<file path="src/rtl/apb_req_arbiter.sv">
// Two-requester APB master: round-robin grant, SETUP/ACCESS sequencing, pready wait
// with optional timeout, and a registered one-cycle response back to the granted requester.
module apb_req_arbiter #(
    parameter int TIMEOUT = 256
) (
    input  logic        pclkg,
    input  logic        preset,
    input  logic [1:0]  req_valid,
    output logic [1:0]  req_ready,
    input  logic [1:0]  req_write,
    input  logic [19:0] req_addr,
    input  logic [63:0] req_wdata,
    output logic [1:0]  resp_valid,
    output logic [31:0] resp_rdata,
    output logic        resp_err,
    output logic        timeout_pulse,
    output logic        busy,
    output logic        psel,
    output logic        penable,
    output logic        pwrite,
    output logic [9:0]  paddr,
    output logic [31:0] pwdata,
    input  logic [31:0] prdata,
    input  logic        pready,
    input  logic        pslverr
);

    typedef enum logic [1:0] {IDLE, SETUP, ACCESS} state_t;

    // The counter only ever has to hold TIMEOUT-1: the cycle that would reach TIMEOUT exits.
    localparam int CW = (TIMEOUT > 1) ? $clog2(TIMEOUT) : 1;
    localparam int LAST_I = (TIMEOUT > 0) ? TIMEOUT - 1 : 0;
    localparam logic [CW-1:0] CNT_LAST = CW'(LAST_I);

    state_t         state_q, state_d;
    logic           last_q, last_d;
    logic           gnt_q, gnt_d;
    logic [CW-1:0]  cnt_q, cnt_d;
    logic           psel_q, psel_d;
    logic           penable_q, penable_d;
    logic           pwrite_q, pwrite_d;
    logic [9:0]     paddr_q, paddr_d;
    logic [31:0]    pwdata_q, pwdata_d;
    logic [1:0]     resp_valid_q, resp_valid_d;
    logic [31:0]    resp_rdata_q, resp_rdata_d;
    logic           resp_err_q, resp_err_d;
    logic           timeout_q, timeout_d;

    logic [9:0]     addr_slice  [2];
    logic [31:0]    wdata_slice [2];
    logic           any_valid;
    logic           gnt_sel;

    genvar gi;
    generate
        for (gi = 0; gi < 2; gi++) begin : g_slice
            assign addr_slice[gi]  = req_addr[10*gi +: 10];
            assign wdata_slice[gi] = req_wdata[32*gi +: 32];
        end
    endgenerate

    // On a tie the requester that was not granted last wins; otherwise the lone valid one.
    assign any_valid = |req_valid;
    assign gnt_sel   = (req_valid == 2'b11) ? ~last_q : req_valid[1];

    always_comb begin
        state_d      = state_q;
        last_d       = last_q;
        gnt_d        = gnt_q;
        cnt_d        = cnt_q;
        pwrite_d     = pwrite_q;
        paddr_d      = paddr_q;
        pwdata_d     = pwdata_q;
        resp_valid_d = 2'b00;
        resp_rdata_d = '0;
        resp_err_d   = 1'b0;
        timeout_d    = 1'b0;
        req_ready    = 2'b00;

        case (state_q)
            IDLE: begin
                if (any_valid) begin
                    req_ready = gnt_sel ? 2'b10 : 2'b01;
                    state_d   = SETUP;
                    last_d    = gnt_sel;
                    gnt_d     = gnt_sel;
                    pwrite_d  = req_write[gnt_sel];
                    paddr_d   = addr_slice[gnt_sel];
                    pwdata_d  = wdata_slice[gnt_sel];
                end
            end
            SETUP: begin
                state_d = ACCESS;
                cnt_d   = '0;
            end
            ACCESS: begin
                // pready wins over a timeout landing on the same cycle.
                if (pready) begin
                    state_d      = IDLE;
                    resp_valid_d = gnt_q ? 2'b10 : 2'b01;
                    resp_rdata_d = pwrite_q ? 32'h0 : prdata;
                    resp_err_d   = pslverr;
                end else if ((TIMEOUT > 0) && (cnt_q == CNT_LAST)) begin
                    state_d      = IDLE;
                    resp_valid_d = gnt_q ? 2'b10 : 2'b01;
                    resp_err_d   = 1'b1;
                    timeout_d    = 1'b1;
                end else begin
                    cnt_d = cnt_q + CW'(1);
                end
            end
            default: state_d = IDLE;
        endcase

        if (preset) begin
            req_ready = 2'b00;
        end
    end

    assign psel_d    = (state_d != IDLE);
    assign penable_d = (state_d == ACCESS);

    always_ff @(posedge pclkg) begin
        if (preset) begin
            state_q      <= IDLE;
            last_q       <= 1'b1;
            gnt_q        <= 1'b0;
            cnt_q        <= '0;
            psel_q       <= 1'b0;
            penable_q    <= 1'b0;
            pwrite_q     <= 1'b0;
            paddr_q      <= '0;
            pwdata_q     <= '0;
            resp_valid_q <= 2'b00;
            resp_rdata_q <= '0;
            resp_err_q   <= 1'b0;
            timeout_q    <= 1'b0;
        end else begin
            state_q      <= state_d;
            last_q       <= last_d;
            gnt_q        <= gnt_d;
            cnt_q        <= cnt_d;
            psel_q       <= psel_d;
            penable_q    <= penable_d;
            pwrite_q     <= pwrite_d;
            paddr_q      <= paddr_d;
            pwdata_q     <= pwdata_d;
            resp_valid_q <= resp_valid_d;
            resp_rdata_q <= resp_rdata_d;
            resp_err_q   <= resp_err_d;
            timeout_q    <= timeout_d;
        end
    end

    assign psel          = psel_q;
    assign penable       = penable_q;
    assign busy          = psel_q;
    assign pwrite        = pwrite_q;
    assign paddr         = paddr_q;
    assign pwdata        = pwdata_q;
    assign resp_valid    = resp_valid_q;
    assign resp_rdata    = resp_rdata_q;
    assign resp_err      = resp_err_q;
    assign timeout_pulse = timeout_q;

endmodule

</file>
<file path="config.mk">
export PLATFORM = sky130hd
export DESIGN_NAME = apb_req_arbiter
export DESIGN_NICKNAME = d
export VERILOG_FILES = /design/src/rtl/apb_req_arbiter.sv
export SDC_FILE = /design/constraint.sdc
export NUM_CORES = 1
export LEC_CHECK = 0
export ABC_AREA = 1
export CAP_MARGIN = 20
export CORE_ASPECT_RATIO = 0.7
export CORE_MARGIN = 8
export CORE_UTILIZATION = 38
export DETAILED_ROUTE_END_ITERATION = 10
export GPL_ROUTABILITY_DRIVEN = 0
export PLACE_DENSITY = 0.89
export SYNTH_ARGS = -nofsm -noshare
export SYNTH_HDL_FRONTEND = slang
export SYNTH_SLANG_ARGS = --single-unit
</file>
<file path="constraint.sdc">
create_clock -name pclkg -period 1.75 [get_ports pclkg]
set_input_delay 0.2625 -clock pclkg [delete_from_list [all_inputs] [get_ports pclkg]]
set_output_delay 0.2625 -clock pclkg [all_outputs]
set_load 0.005 [all_outputs]
</file>
Word-level counts from Yosys, hierarchy flattened
Index checks and enable logic that the tools add are counted. W data, S select, Z words.

Reductions and logical operators: 9. Mux-type cells: 25. Multiply operators: 0. Add/subtract/negate cells: 1. Equality and inequality tests: 7. Bitwise gates (word level): 4. Magnitude comparators: 2. Divide/modulo/power cells: 0. Shift operators: 0.

Operators with widths (count): $mux W32 (3); $mux W10 (3); $mux W2 (10); $mux W8 (2); $pmux W8 S2 (1); $add A8 B1 Y8 const B (1); $eq A8 B8 Y1 const B (1); $eq A2 B2 Y1 const B (3); $pmux W2 S3 (1); $mux W1 (5); $ne A2 B2 Y1 const B (2); $reduce_bool A2 Y1 (2); $reduce_or A2 Y1 (2); $reduce_or A4 Y1 (1); $not A1 Y1 (3); $reduce_and A3 Y1 (1); $reduce_or A3 Y1 (1); $eq A2 B1 Y1 const B (1); $ge A2 B2 Y1 const B (1); $logic_not A2 Y1 (1); $lt A1 B2 Y1 const B (1); $not A1 Y2 (1); $reduce_and A2 Y1 (1).

Register bits: 93. Logic and storage cells: 61. Memories kept: 0. Latch bits: 0. RAM bits: 0. Input port bits: 124. Output and inout port bits: 84. ROM bits: 0.

Longest topological paths before layout
Gate-level depths: netlist of run 1.

Depth in word-level cells: 6. Depth in mapped cells: 8.

Worst setup path before layout of run 1
OpenSTA, ideal clock, no wires.

Kind: register to register. Start: reg cnt_q[0]. End: reg cnt_q[1]. Slack: 459 ps. Buffers on the path: 0. Clock period less this slack: 1291 ps. Arrival time: 1220 ps. Stages on the path, launching flop included: 9. Cells stage by stage: dfxtp_1 -> ha_1 -> nand2_1 -> nor2_2 -> nand2_1 -> nand2_1 -> nor2_1 -> nand2_1 -> a21oi_1.

Longest elaborated chain between the ends: 4. Elaborated cells between the ends (all ways): 7.

Ends and longest elaborated chain: start, declared (line 38) `logic [CW-1:0] cnt_q, cnt_d;`; start signal, assigned (line 142) `cnt_q <= cnt_d;`; $add A8 B1 Y8 (line 109) `cnt_d = cnt_q + CW'(1);`; $mux W8 (line 103) `end else if ((TIMEOUT > 0) && (cnt_q == CNT_LAST)) begin`; $mux W8 (line 98) `if (pready) begin`; $pmux W8 S2 (line 80) `case (state_q)`.

Parallel ways exist; a longest one is shown, timed or not. The select of a mux whose other input is x is not followed. A chain may end at the register's enable or synchronous reset.

Final worst setup path of run 1
Start: in req_valid[0]. End: out req_ready[0].

Longest elaborated chain between the ends: 6. Elaborated cells between the ends (all ways): 7.

Ends and longest elaborated chain: start, declared (line 8) `input logic [1:0] req_valid,`; $eq A2 B2 Y1 (line 64) `assign gnt_sel = (req_valid == 2'b11) ? ~last_q : req_valid[1];`; $mux W1 (line 64); $mux W2 (line 83) `req_ready = gnt_sel ? 2'b10 : 2'b01;`; $mux W2 (*) (line 82) `if (any_valid) begin`; $mux W2 (*) (line 80); $mux W2 (*) (line 115) `if (preset) begin`; end, declared (line 9) `output logic [1:0] req_ready,`.

Mark *: on every way between the ends. The rest lies on a longest branch, timed or not.

==> results.yml, run 1 <==
logic_synthesis:
  synth_compound_area_share_pct: 14.01
  ys_top_cells_by_area: "dfxtp_1 53%, nand2_1 14%, a31oi_1 7.4%"
  ys_types: 27
  synth.area.mux_share_pct: 0
  syn-num-nets: 580
  synth_cells: 455
  yosys_register_bits: 93
  yosysSeqAreaShare_pct: 52.78
  synth.avg_cell_area_um2: 7.752
  synth-simple-area-share_pct: 23.48
  ys_warn_count: 0
  synth_area_mm2: 0.003527
  synthAdderAreaFrac_pct: 0.3547
  synth_top_family_by_area: "simple AND/OR/NAND/NOR gates"
  yosys.area.top_type: "dfxtp_1"
  yosysTopAreaCellShare_pct: 52.78
  synth_xor_area_share_pct: 0
critical_path:
  crit_type: "in -> out"
  end_kind: "primary output"
  startpoint_type: "input port"
  required_ps: 1490
  arrival_ps: 1410
  crit_fanout: 3
cells_and_area:
  antenna_cells: 0
  fin_cells: 792
  final_cell_mix: "204 x clkdlybuf4s50_1, 129 x nand2_1, 93 x dfxtp_1"
  n_fill_cell: 677
  final_nets: 788
  layout-drive-gt1-share_pct: 7.036
  final_common_cell: "clkdlybuf4s50_1"
  design_area_mm2: 0.006101
  finalCoreUtilization_pct: 67.53
  area_growth_pct: 72.97
drt:
  vias: 3798
  via_per_inst: 4.795
  wire_per_inst_um: 15.41
  drt-total-wl_mm: 12.20
  drcViolationCount: 0
  ant_nets: 0
  first_pass_iters: 4
  drtIter0Drc: 185
sta:
  fmax_mhz: 596.9
  tightest_slew_ps: 351.4
  setup_viol: 0
  post-route-min-period_ps: 1675
  hold_viol_final: 0
  fin_crit_sh_pct: 95.73
  slew_viol_final: 0
  finalClockSkew_ps: 6.754
  final.setup.worst_slack_ps: 74.64
  slew_headroom_pct: 76.57
pwr:
  leakage_nw: 2.505
  ir_drop_v: 0.0005794
  powerDensity_mw_per_mm2: 942.3
  design_power_total_mw: 5.749
place:
  dpl.hpwl_mm: 9.588
  placed_cells: 775
  place_ws_ps: -279.2
  io_buffer_count: 207
  post_dp_cell_area_mm2: 0.005734
global_route:
  grt_max_degree: 49
  overflow: 0
  grt_pass1_vias: 3977
  grt_pass1_wl_mm: 20.26
  antenna_found_initial: 0
  grt_usage_pct: 19.33
floorplanning:
  die_x_um: 131.2
  fp.dieArea_mm2: 0.01267
  initial_core_util_pct: 39.04
  coreArea_mm2: 0.009035
  die-height_um: 96.61
  num_rows: 29
  boundaryPins: 208
run:
  maxCapViolations: 0
cts:
  cts_tree: "built"
  root_buffer: "clkbuf_16"
  clock_latency_ps: 330
  clk_path_buf_depth: 2
  numClockSinks: 93
  h-tree-depth: 3
  hold_buffers: 0
  cts_made_buffers: 9
  clkTransAtPathRegs_ps: 60
hold_path:
  hold_path_class: "reg -> reg"
status:
  status: "completed"
## cell type report
| class | instances | area (µm²) | share of cell area, % |
|---|---|---|---|
| multi-input cells | 290 | 1348 | 22.09 |
| repair buffers | 223 | 2210 | 36.22 |
| clock buffers | 9 | 225.2 | 3.692 |
| well taps | 124 | 155.1 | 2.543 |
| clock inverters | 7 | 128.9 | 2.112 |
| flip-flops and latches | 93 | 1862 | 30.52 |
| inverters | 46 | 172.7 | 2.830 |
## power breakdown
part	leakage (nW)	switching (mW)	internal, mW	total (mW)
Sequential	0.761	0.0827	2.28	2.36
Clock	0.170	0.831	1.42	2.25
Combinational	1.57	0.479	0.660	1.14
Total	2.50	1.39	4.36	5.75
## repair_timing
action	CTS	global route
setup buffers	0	1
endpoints found under the setup margin	2	1
pin swaps	1	1
resized for setup	5	2
## cells by family after synthesis
kind of cell / after synthesis
fa+ha+maj: 1
compound gates: 86
simple gates: 203
buf+inv: 72
flops: 93
## state kept, by name (all words and copies together) (netlist names)
register,cells
pwdata,32
resp_rdata,32
paddr,10
cnt_q,8
resp_valid,2
state_q,2
busy,1
gnt_q,1
last_q,1
penable,1
pwrite,1
resp_err,1
timeout_pulse,1
## cells in the mapped netlist (all sizes together)
| library cell | instances |
|---|---|
| nor4 | 1 |
| o21ai | 35 |
| o31ai | 1 |
| nand3 | 7 |
| nand3b | 1 |
| dfxtp | 93 |
| inv | 46 |
| nand2 | 131 |
| buf | 16 |
| a21oi | 8 |
| a31oi | 42 |
| ha | 1 |
| nand4 | 4 |
| nor2 | 58 |
| nor3 | 1 |
| clkbuf | 10 |
## per-stage QoR
step / setup TNS [ps] / hold WS [ps]
6_report: 0 / 434.6
5_1_grt: -2.986 / 432.6
4_1_cts: 0 / 434.3
3_5_place_dp: -6763 / 425.7
3_3_place_gp: -4017 / 421.5
2_1_floorplan: 0 / 341.0
## critical path, stage by stage
cell and delay (ps):
clkdlybuf4s50_1 470, nand2_1 80, nand2_2 120, inv_2 60
nor3_2 160, dlygate4sd2_1 260
## metal layers
layer | global-route usage, % | share of wire [%]
met5 | 0 | 0
met4 | 4.893 | 1.0
met3 | 9.349 | 10
met2 | 33.49 | 49
met1 | 20.68 | 40
## path summary, 6_finish.rpt
kind,startpoint,endpoint,slack (ps),cells past startpoint
setup / recovery,req_valid[0],req_ready[0],70,6
hold / removal,gnt_q,resp_valid[0],430,1
setup reg to reg,cnt_q[0],cnt_q[6],100,8
hold reg to reg,gnt_q,resp_valid[0],430,1
Note: power is estimated with default switching activity, not from simulation.
==> run 2, diff against run 1 <==
- GPL_TIMING_DRIVEN: not set -> 0
==> run 2 against run 1 <==
  * Critical path depth decreased by 1
  * Die area unchanged
  * Count of clock-buffer cells in the layout increased by 1
  * Sequential share of layout area decreased by 0.079 points
  * Critical endpoint unchanged
  * Clock skew increased by 0.63 ps
  * Total power decreased by 2.2%
  * Register-to-register slack improved by 90 ps
  * Routed wire length increased by 5.3%
  * Highest routed layer unchanged
  * First-iteration DRC count increased by 17%
  * Global-route usage increased by 0.67 points
  * Flip-flop and latch count unchanged
  * Worst hold slack got worse by 130 ps
==> results.yml, run 2 (synthesis results as in run 1) <==
sta:
  hold_viol_final: 0
  setup_viol: 0
  slew_viol_final: 0
  finalClockSkew_ps: 7.381
  fin_tns_setup_ps: 0
  slew_headroom_pct: 66.84
  rsz0062_at_grt: "false"
  post-route-min-period_ps: 1683
  fin_crit_sh_pct: 96.17
  fmax_mhz: 594.2
  tightest_slew_ps: 497.4
critical_path:
  r2r_cells: 8
  arrival_ps: 1420
  startpoint_type: "flop"
  path_delay_family: "buffers and inverters"
  crit_fanout: 10
  end_kind: "primary output"
  worstSetupPathDepth: 5
  required_ps: 1490
  crit_type: "reg -> out"
  crit_chain: "nor2_4 -> o21ai_4 -> buf_6 -> nor3_4 -> clkdlybuf4s15_2"
  crit_start: "state_q[0]"
  r2r-start: "cnt_q[0]"
  crit_buf_inv: 2
  cp_slowest_cell: "dfxtp_2"
  cpPeakStageDelay_ps: 360
drt:
  via_per_inst: 4.850
  wire_per_inst_um: 16.03
  ant_nets: 0
  first_pass_iters: 5
  vias: 3890
  drcViolationCount: 0
  drtIter0Drc: 217
  drt-total-wl_mm: 12.86
cells_and_area:
  antenna_cells: 0
  ff_latch_area_mm2: 0.001863
  n_fill_cell: 701
  area_growth_pct: 73.54
  layout-drive-gt1-share_pct: 7.670
  final_nets: 798
  final_cell_mix: "202 x clkdlybuf4s50_1, 127 x nand2_1, 92 x dfxtp_1"
  fin_cells: 802
  multi_input_area_mm2: 0.001369
  final_common_cell: "clkdlybuf4s50_1"
floorplanning:
  fp.dieArea_mm2: 0.01267
  initial_core_util_pct: 39.04
  die_x_um: 131.2
  num_rows: 29
  coreArea_mm2: 0.009035
  die-height_um: 96.61
  boundaryPins: 208
run:
  maxCapViolations: 0
cts:
  h-tree-depth: 3
  root_buffer: "clkbuf_16"
  numClockSinks: 93
  clk_path_buf_depth: 2
  cts_tree: "built"
  hold_buffers: 0
  clock_latency_ps: 330
  clkTransAtPathRegs_ps: 70
  cts_made_buffers: 9
place:
  dpl.hpwl_mm: 10.40
  io_buffer_count: 206
  placed_cells: 785
pwr:
  powerDensity_mw_per_mm2: 918.8
  leakage_nw: 2.519
  ir_drop_v: 0.0005964
  design_power_total_mw: 5.624
global_route:
  antenna_found_initial: 0
  grt_pass1_wl_mm: 20.68
  overflow: 0
  grt_pass1_vias: 4074
  grt_usage_pct: 20.00
  grt_max_degree: 17
hold_path:
  hold_path_class: "in -> reg"
  hold_start: "preset"
  holdPathStages: 2
status:
  status: "completed"
run 2: cell types whose count changed in the layout (fill, tap and decap cells not counted), moves of 6 or more:
cell | before | now
buf_6 | 0 | 6
buf_4 | 14 | 2
buf_2 | 0 | 7
clkbuf_1 | 0 | 8
run 2: routing by layer:
layer	vias up	wire [µm]	global-route usage (%)
met4	0	343	7.206
met1	1772	5024	20.46
met2	196	6222	35.18
met3	27	1265	9.298
met5	-	0	0
li1	1895	-	-
run 2: final timing paths:
kind	end	slack [ps]
worst max-delay path	req_ready[0]	70
worst min-delay path	gnt_q	310
worst max register to register	cnt_q[2]	190
worst min register to register	resp_valid[0]	420
run 2: timing repair:
item                                    CTS  global route
hold endpoints to repair                  0             0
pin swaps                                 1             0
buffers inserted                          1             0
resized for setup                         9             7
endpoints found under the setup margin    2             2
run 2: cell type report:
cell class,count,share of cell area [%]
plain buffers,26,2.576
well taps,124,2.535
clock inverters,6,1.492
repair buffers,207,33.83
inverters,46,2.862
multi-input cells,290,22.36
flip-flops and latches,93,30.44
clock buffers,10,3.904
run 2: worst reg2reg max path, cell delays in order, from the launching register on:
cell and delay, ps:
dfxtp_1 330, ha_1 250, nand2_1 120, nor2_2 60, nand2_1 150, nand2_1 110, nor2_1 240, nand2_1 90
a21oi_1 140
run 2: power by group:
group          internal [mW]  total [mW]  switching, mW
registers               2.28        2.36         0.0833
logic                  0.662        1.17          0.504
clock network           1.30        2.10          0.797
run 2: through the flow:
| step | utilization (%) | hold slack, ps | area [µm²] | worst slack [ps] |
|---|---|---|---|---|
| after detailed placement | 63.58 | 405.2 | 5744 | -425.3 |
| after global placement | 63.58 | 402.8 | 5744 | -447.3 |
| after CTS | 67.46 | 274.3 | 6095 | -4.094 |
| final | 67.75 | 305.4 | 6121 | 67.04 |
| after floorplan | - | 341.0 | 3527 | 459.4 |
| after global routing | 67.75 | 311.4 | 6121 | 3.013 |
==> run 3, diff against run 2 <==
- CORE_ASPECT_RATIO: 0.7 -> 1.75
==> run 3 against run 2 <==
  * Sequential power is essentially flat
  * Critical endpoint unchanged
  * Critical path depth did not move
  * Via count decreased by 0.33%
  * Combinational power about the same
  * Count of clock-buffer cells in the layout rose by 1
  * Total power rose by 0.84%
  * Register-to-register slack is essentially flat
  * Highest routed layer unchanged
  * Largest cell class unchanged
  * Clock power increased by 2%
==> results.yml, run 3 (synthesis results as in run 1) <==
status:
  status: "completed"
floorplanning:
  coreArea_mm2: 0.009036
  boundaryPins: 208
  num_rows: 46
  die-height_um: 143.5
  die_x_um: 88.83
  initial_core_util_pct: 39.03
  fp.dieArea_mm2: 0.01274
global_route:
  overflow: 0
  grt_usage_pct: 19.02
  grt_max_degree: 16
  grt_pass1_wl_mm: 18.62
  grt_pass1_vias: 3867
  antenna_found_initial: 0
cts:
  clk_path_buf_depth: 2
  cts_tree: "built"
  clkTransAtPathRegs_ps: 70
  root_buffer: "clkbuf_16"
  hold_buffers: 0
  h-tree-depth: 3
  clock_latency_ps: 340
  cts_made_buffers: 9
  numClockSinks: 93
cells_and_area:
  layout-drive-gt1-share_pct: 7.794
  antenna_cells: 0
  final_common_cell: "clkdlybuf4s50_1"
  final_nets: 800
  n_fill_cell: 716
  final_cell_mix: "202 x clkdlybuf4s50_1, 128 x nand2_1, 92 x dfxtp_1"
  fin_cells: 800
  finalCoreUtilization_pct: 67.79
  area_growth_pct: 73.68
  design_area_mm2: 0.006126
sta:
  slew_viol_final: 0
  post-route-min-period_ps: 1638
  finalClockSkew_ps: 5.776
  slew_headroom_pct: 64.35
  fin_tns_setup_ps: 0
  setup_viol: 0
  fin_crit_sh_pct: 93.61
  fin_hold_ws_ps: 263.9
  tightest_slew_ps: 534.8
  final.setup.worst_slack_ps: 111.9
  rsz0062_at_grt: "false"
  fmax_mhz: 610.5
  hold_viol_final: 0
critical_path:
  arrival_ps: 1380
  required_ps: 1490
  end_kind: "primary output"
  crit_fanout: 4
  startpoint_type: "flop"
  crit_type: "reg -> out"
place:
  dpl.hpwl_mm: 10.07
  place_ws_ps: -464.6
  io_buffer_count: 206
  placed_cells: 781
  post_dp_cell_area_mm2: 0.005739
pwr:
  leakage_nw: 2.529
  powerDensity_mw_per_mm2: 925.8
  design_power_total_mw: 5.671
  ir_drop_v: 0.0005554
drt:
  wire_per_inst_um: 15.80
  drcViolationCount: 0
  vias: 3877
  via_per_inst: 4.846
  ant_nets: 0
  first_pass_iters: 4
  drt-total-wl_mm: 12.64
  drtIter0Drc: 100
hold_path:
  hold_path_class: "in -> reg"
run:
  maxCapViolations: 0
-- run 3: cell type report --
type	instances	area [µm²]	area share, %
timing repair buffer	209	2076	33.88
clock inverter	5	81.33	1.328
multi-input combinational	290	1366	22.30
sequential	93	1866	30.45
inverter	46	172.7	2.819
clock buffer	11	252.7	4.126
buffer	26	161.4	2.635
tap	120	150.1	2.451
-- run 3: per-layer routing --
metal  wire length, µm  vias up  track usage (%)
met4               216        0            7.892
met3              1290       18            6.865
met2              6588      195            34.85
li1                  -     1896                -
met1              4548     1768            18.16
met5                 0        -                0
-- run 3: worst paths after layout --
check / from / end / slack, ps / cells after the start
min: preset / gnt_q / 260 / 2
min reg2reg: gnt_q / resp_valid[0] / 440 / 1
max reg2reg: cnt_q[0] / cnt_q[1] / 180 / 8
max: state_q[0] / req_ready[0] / 110 / 5
-- run 3: critical path, stage by stage (launching register included) --
cell	delay, ps
dfxtp_4	370
nor2_4	130
o21ai_4	90
buf_8	140
nor3_4	170
buf_2	150
-- run 3: where the power goes --
part / internal [mW] / leakage (nW) / switching (mW)
Sequential: 2.28 / 0.761 / 0.0819
Combinational: 0.671 / 1.61 / 0.497
Clock: 1.33 / 0.162 / 0.813
-- run 3: timing repair --
action,CTS,global route
resized for setup,11,7
endpoints found under the hold margin,0,0
pin swaps,2,3
buffers inserted,1,2
setup endpoints to repair,2,2
